<file path="src/rtl/md5_host_pkg.sv">
// rtl/md5_host_pkg.sv - shared command words, match header and TX state type for the host link
package md5_host_pkg;

  localparam logic [31:0] CMD_GET_COUNT_LOW  = 32'h52303000;
  localparam logic [31:0] CMD_GET_COUNT_HIGH = 32'h52303001;
  localparam logic [31:0] CMD_LOAD_HASH      = 32'h48000000;
  localparam logic [31:0] CMD_START          = 32'h53000000;
  localparam logic [31:0] CMD_STOP           = 32'h50000000;

  localparam logic [31:0] MATCH_MAGIC = 32'h4D443521;

  typedef enum logic [1:0] {
    TX_IDLE,
    TX_SEND_REPLY,
    TX_SEND_MATCH
  } tx_state_t;

  function automatic logic is_count_query(input logic [31:0] w);
    return (w == CMD_GET_COUNT_LOW) || (w == CMD_GET_COUNT_HIGH);
  endfunction

endpackage

</file>
<file path="src/rtl/md5_word_assembler.sv">
// rtl/md5_word_assembler.sv - little-endian byte to word assembly with partial-word timeout
module md5_word_assembler
  import md5_host_pkg::*;
#(
  parameter int TIMEOUT_CYCLES = 1000000
) (
  input  logic        clk,
  input  logic        reset,
  input  logic        rx_valid,
  input  logic [7:0]  rx_byte,
  output logic        word_valid,
  output logic [31:0] word_out
);

  localparam int TW = $clog2(TIMEOUT_CYCLES + 1);

  logic [1:0]    idx;
  logic [23:0]   held;
  logic [TW-1:0] idle_cnt;
  logic          expire;

  assign expire = (idx != 2'd0) && (idle_cnt == TW'(TIMEOUT_CYCLES - 1));

  always_ff @(posedge clk) begin
    if (reset) begin
      idx        <= 2'd0;
      held       <= '0;
      idle_cnt   <= '0;
      word_valid <= 1'b0;
      word_out   <= '0;
    end else begin
      word_valid <= 1'b0;
      if (rx_valid || (idx == 2'd0) || expire)
        idle_cnt <= '0;
      else
        idle_cnt <= idle_cnt + 1'b1;

      // A byte landing on the expiry cycle starts a fresh word
      if (expire) begin
        if (rx_valid) begin
          held[7:0] <= rx_byte;
          idx       <= 2'd1;
        end else begin
          idx <= 2'd0;
        end
      end else if (rx_valid) begin
        case (idx)
          2'd0: held[7:0]   <= rx_byte;
          2'd1: held[15:8]  <= rx_byte;
          2'd2: held[23:16] <= rx_byte;
          default: begin
            word_out   <= {rx_byte, held};
            word_valid <= 1'b1;
          end
        endcase
        idx <= idx + 2'd1;
      end
    end
  end

endmodule

</file>
<file path="src/rtl/md5_host_link.sv">
// rtl/md5_host_link.sv - host byte link: RX word strobes, count replies and match frames on TX
module md5_host_link #(
  parameter int          TIMEOUT_CYCLES = 1000000,
  parameter int          REPLY_DELAY    = 4,
  parameter logic [31:0] MATCH_MAGIC    = md5_host_pkg::MATCH_MAGIC
) (
  input  logic         clk,
  input  logic         reset,
  input  logic         rx_valid,
  input  logic [7:0]   rx_byte,
  input  logic         tx_ready,
  output logic         tx_valid,
  output logic [7:0]   tx_byte,
  output logic         word_valid,
  output logic [31:0]  word_out,
  input  logic [31:0]  reply_word,
  input  logic         has_matched,
  input  logic [127:0] text
);
  import md5_host_pkg::*;

  localparam int DW = $clog2(REPLY_DELAY + 1);

  tx_state_t      state, state_d;
  logic           reply_pend, match_pend, delay_on, hm_q;
  logic [DW-1:0]  delay_cnt;
  logic [31:0]    reply_q;
  logic [159:0]   frame;
  logic [4:0]     byte_cnt;
  logic           query_hit, reply_fire;
  logic           load_reply, load_match, accept, last_byte;

  md5_word_assembler #(.TIMEOUT_CYCLES(TIMEOUT_CYCLES)) u_asm (
    .clk        (clk),
    .reset      (reset),
    .rx_valid   (rx_valid),
    .rx_byte    (rx_byte),
    .word_valid (word_valid),
    .word_out   (word_out)
  );

  assign query_hit  = word_valid && is_count_query(word_out);
  assign reply_fire = delay_on && !query_hit && (delay_cnt == DW'(REPLY_DELAY - 1));

  // A newer query restarts the delay; the older one is dropped
  always_ff @(posedge clk) begin
    if (reset) begin
      delay_on   <= 1'b0;
      delay_cnt  <= '0;
      reply_q    <= '0;
      reply_pend <= 1'b0;
      match_pend <= 1'b0;
      hm_q       <= 1'b0;
    end else begin
      hm_q <= has_matched;
      if (query_hit) begin
        delay_on  <= 1'b1;
        delay_cnt <= DW'(1);
      end else if (reply_fire) begin
        delay_on <= 1'b0;
        reply_q  <= reply_word;
      end else if (delay_on) begin
        delay_cnt <= delay_cnt + 1'b1;
      end

      if (load_reply) reply_pend <= 1'b0;
      if (reply_fire) reply_pend <= 1'b1;
      if (load_match) match_pend <= 1'b0;
      if (has_matched && !hm_q) match_pend <= 1'b1;
    end
  end

  always_ff @(posedge clk) begin
    if (reset) state <= TX_IDLE;
    else       state <= state_d;
  end

  always_comb begin
    state_d    = state;
    load_reply = 1'b0;
    load_match = 1'b0;
    accept     = (state != TX_IDLE) && tx_ready;
    last_byte  = accept && (byte_cnt == ((state == TX_SEND_REPLY) ? 5'd3 : 5'd19));
    case (state)
      TX_IDLE: begin
        if (reply_pend) begin
          state_d    = TX_SEND_REPLY;
          load_reply = 1'b1;
        end else if (match_pend) begin
          state_d    = TX_SEND_MATCH;
          load_match = 1'b1;
        end
      end
      default: if (last_byte) state_d = TX_IDLE;
    endcase
  end

  // Frame is copied at start so requests landing mid-frame cannot disturb it
  always_ff @(posedge clk) begin
    if (reset) begin
      frame    <= '0;
      byte_cnt <= '0;
    end else if (load_reply) begin
      frame    <= {128'd0, reply_q};
      byte_cnt <= '0;
    end else if (load_match) begin
      frame    <= {text, MATCH_MAGIC};
      byte_cnt <= '0;
    end else if (accept) begin
      frame    <= {8'd0, frame[159:8]};
      byte_cnt <= byte_cnt + 5'd1;
    end
  end

  assign tx_valid = (state != TX_IDLE);
  assign tx_byte  = frame[7:0];

endmodule

</file>
<file path="config.mk">
export PLATFORM = sky130hd
export DESIGN_NAME = md5_host_link
export DESIGN_NICKNAME = d
export VERILOG_FILES = /design/src/rtl/md5_host_pkg.sv /design/src/rtl/md5_word_assembler.sv /design/src/rtl/md5_host_link.sv
export SDC_FILE = /design/constraint.sdc
export NUM_CORES = 1
export LEC_CHECK = 0
export CORE_UTILIZATION = 50
export CTS_CLUSTER_SIZE = 12
export DETAILED_ROUTE_END_ITERATION = 12
export HOLD_SLACK_MARGIN = 0.06
export PLACE_DENSITY = 0.83
export SETUP_SLACK_MARGIN = 0.02
export SYNTH_ARGS = -nofsm -noshare
export SYNTH_HDL_FRONTEND = slang
export SYNTH_SLANG_ARGS = --single-unit
</file>
<file path="constraint.sdc">
create_clock -name clk -period 3.3 [get_ports clk]
set_clock_uncertainty 0.15 [all_clocks]
set_input_delay 0.495 -clock clk [delete_from_list [all_inputs] [get_ports clk]]
set_output_delay 0.495 -clock clk [all_outputs]
set_load 0.02 [all_outputs]
</file>
==> run metrics <==
Arr. time, crit path=2.04 ns; Sink Count=285; power per cell area=514 nW/um^2; min-delay worst type=reg2reg; Yosys cell types=47; worst ir drop on vdd=346 uV; Initial Utilization=51.7%; Yosys top cell area share=48.1%; initial antenna violation count=1; Final Cycle Share=81.3%; Avg Cell Area, Syn=9.16 um^2; depth of the CTS H-tree=1; Core Box Area=22900 um^2; DP Wirelength=19200 um; CTS Root Cell=clkbuf_16; Post-CTS Hold Fix Bufs=0; max frequency=373 MHz; R2R Path Start=state[1]; routed vias/inst=5.47; Register Area=5710 um^2; unrepaired setup endpoints after global routing=false; number of max-cap violations=0; critical path class=reg2out; row count=55; Required @ worst endpoint=2.65 ns; TritonCTS clock tree=yes; Yosys reg bits=285; io pins=215; Post-synth EDFFs=0; TritonRoute pass-1 iters=5; largest net degree at the start of global routing=106; final wirelength=29100 um; minimum clock period=2.68 ns; status=finished, final reports clean; Inserted Clock Buffers=30; syn nets=1475; drc violations=0; Post-CTS Setup Repair Bufs=0; final-report hold violation count=0; Layout Cells excl Fill=1781; GRT Total Usage=23.7%; worst setup path startpoint=state[1]; fillers=1869; Area Growth Syn to Fin=27.6%; startpoint types=flop; Worst Setup End Kind=output pin; Reg clk slew, reported paths=0.06 ns; dpl cells=1730; Die Width=156 um; post-CTS sizing=0; share of layout cells above drive strength 1=5.39%; CP Max Fanout=6; first-pass GRT wire length=47300 um; Reg2Reg Depth=5; commonest non-fill, non-tap cell in the layout=dfxtp_1; Slew HR=24.9%; total number of vias=9735; register area share after synthesis=48.1%; die footprint=24300 um^2; Ys Warns=0; number of DRC markers in iteration 0=549; drt wl/cell=16.3 um; LEAKAGE=5.34 nW; async set-reset flop share out of synthesis=0%; min-delay src=frame[83]; hold depth=2; Post-Syn Area=11900 um^2; Max clock buf depth=3; number of global-route vias before repair=9537; top cells by area, synth=dfxtp_1 48%, mux2i_1 9.1%, nand2b_1 6.9%; Final Setup Violations=0; Primary FF master, synth=dfxtp_1; gpl congestion=0.803; worst-margin pin slew=1.13 ns; later-pin clock latency in the skew report=0.54 ns; highest-count cells in the layout ignoring fill and taps=285 x dfxtp_1, 213 x clkdlybuf4s50_1, 169 x nand2_1, 135 x a21oi_1, 130 x nand2b_1; Final ANT Viol Nets=0; Port Buf Inserts=214; Final nets=1630; leading area contributor after synthesis=dfxtp_1; Syn Inst Count=1294; final-report max-slew violation count=0; Congestion Overflow GR=0; Chip Height=156 um; TNS Setup=0 ns; footprint of the multi-input gates=5690 um^2
==> sequential cells by signal (all words and copies together), names as in the netlist <==
register	count
byte_cnt	5
delay_cnt	3
delay_on	1
frame	160
hm_q	1
match_pend	1
reply_pend	1
reply_q	32
state	2
u_asm.held	24
u_asm.idle_cnt	20
u_asm.idx	2
u_asm.word_out	32
u_asm.word_valid	1
==> power breakdown <==
| part | switching [mW] | total, mW | internal, mW | leakage, nW |
|---|---|---|---|---|
| Combinational | 0.386 | 0.791 | 0.406 | 2.54 |
| Clock | 1.33 | 3.30 | 1.97 | 0.482 |
| Sequential | 0.0831 | 3.67 | 3.59 | 2.32 |
| Total | 1.80 | 7.76 | 5.97 | 5.34 |
==> Yosys cell counts (2+ instances only) <==
| library cell | instances |
|---|---|
| nand2b_1 | 131 |
| nand3_1 | 14 |
| nor4bb_1 | 3 |
| xnor2_1 | 8 |
| o21a_1 | 2 |
| buf_2 | 17 |
| o21ai_0 | 29 |
| and4bb_2 | 2 |
| xor2_1 | 11 |
| nand4_1 | 9 |
| buf_4 | 9 |
| nor4b_1 | 2 |
| dfxtp_1 | 285 |
| and4_1 | 5 |
| clkbuf_1 | 75 |
| o311ai_4 | 2 |
| nor2_1 | 60 |
| mux2i_1 | 108 |
| buf_1 | 6 |
| a21oi_1 | 136 |
| nor2b_1 | 3 |
| nor3_1 | 9 |
| a211oi_1 | 36 |
| nor4_1 | 5 |
| and2_1 | 3 |
| o2bb2ai_1 | 12 |
| ha_1 | 8 |
| o311a_1 | 2 |
| or4_1 | 2 |
| a22oi_1 | 104 |
| o31ai_1 | 3 |
| inv_1 | 7 |
| nand2_1 | 169 |
| or3_1 | 4 |
==> final cells by class <==
type	count	share of cell area [%]
inverter	7	0.174
clock buffer	45	6.07
timing repair buffer	232	15.5
clock inverter	5	0.331
tap	313	2.59
sequential	285	37.7
multi-input combinational	893	37.6
antenna	1	0.0166
==> per-stage QoR <==
stage                     setup slack [ns]  cell area, um^2  total power, mW  util [%]  hold slack, ns
after floorplan                       1.34            11900             4.18         -           0.276
after global placement               0.866            14100             4.51      61.7           0.288
after detailed placement             0.851            14100             4.53      61.7           0.296
after CTS                            0.600            15100             7.82      66.0           0.278
after global routing                 0.483            15100             8.06      66.0           0.310
final                                0.617            15100             7.76      66.0           0.303
==> worst paths after layout <==
kind	end	slack [ns]
hold / removal	frame[83]	0.30
setup reg to reg	frame[95]	0.89
hold reg to reg	frame[83]	0.30
setup / recovery	tx_valid	0.62
==> kinds of logic (layout without fill, tap and decap cells) <==
logic type      count (synthesis)  after routing  synth area share [%]
mux                           108            108                  9.12
simple gates                  428            428                  18.3
fa+ha+maj                       8              8                 0.845
compound gates                330            330                  17.9
other cells                     0              1                     0
flops                         285            285                  48.1
buf+inv                       116            289                  4.30
xor+xnor                       19             19                  1.40
==> metal layers <==
| metal | global-route usage, % | routed length, um | part of all wire (%) |
|---|---|---|---|
| met5 | 0 | 0 | 0 |
| met4 | 6.30 | 684 | 2.4 |
| met3 | 6.33 | 2070 | 7.1 |
| met2 | 40.0 | 14000 | 48 |
| met1 | 29.7 | 12400 | 42 |
==> worst max-delay path, cell delays in order, from the launching register on <==
cell	delay (ns)
dfxtp_1	0.50
nor2_1	0.17
inv_1	0.19
clkdlybuf4s50_1	0.64
(Power assumes the default switching activity.)
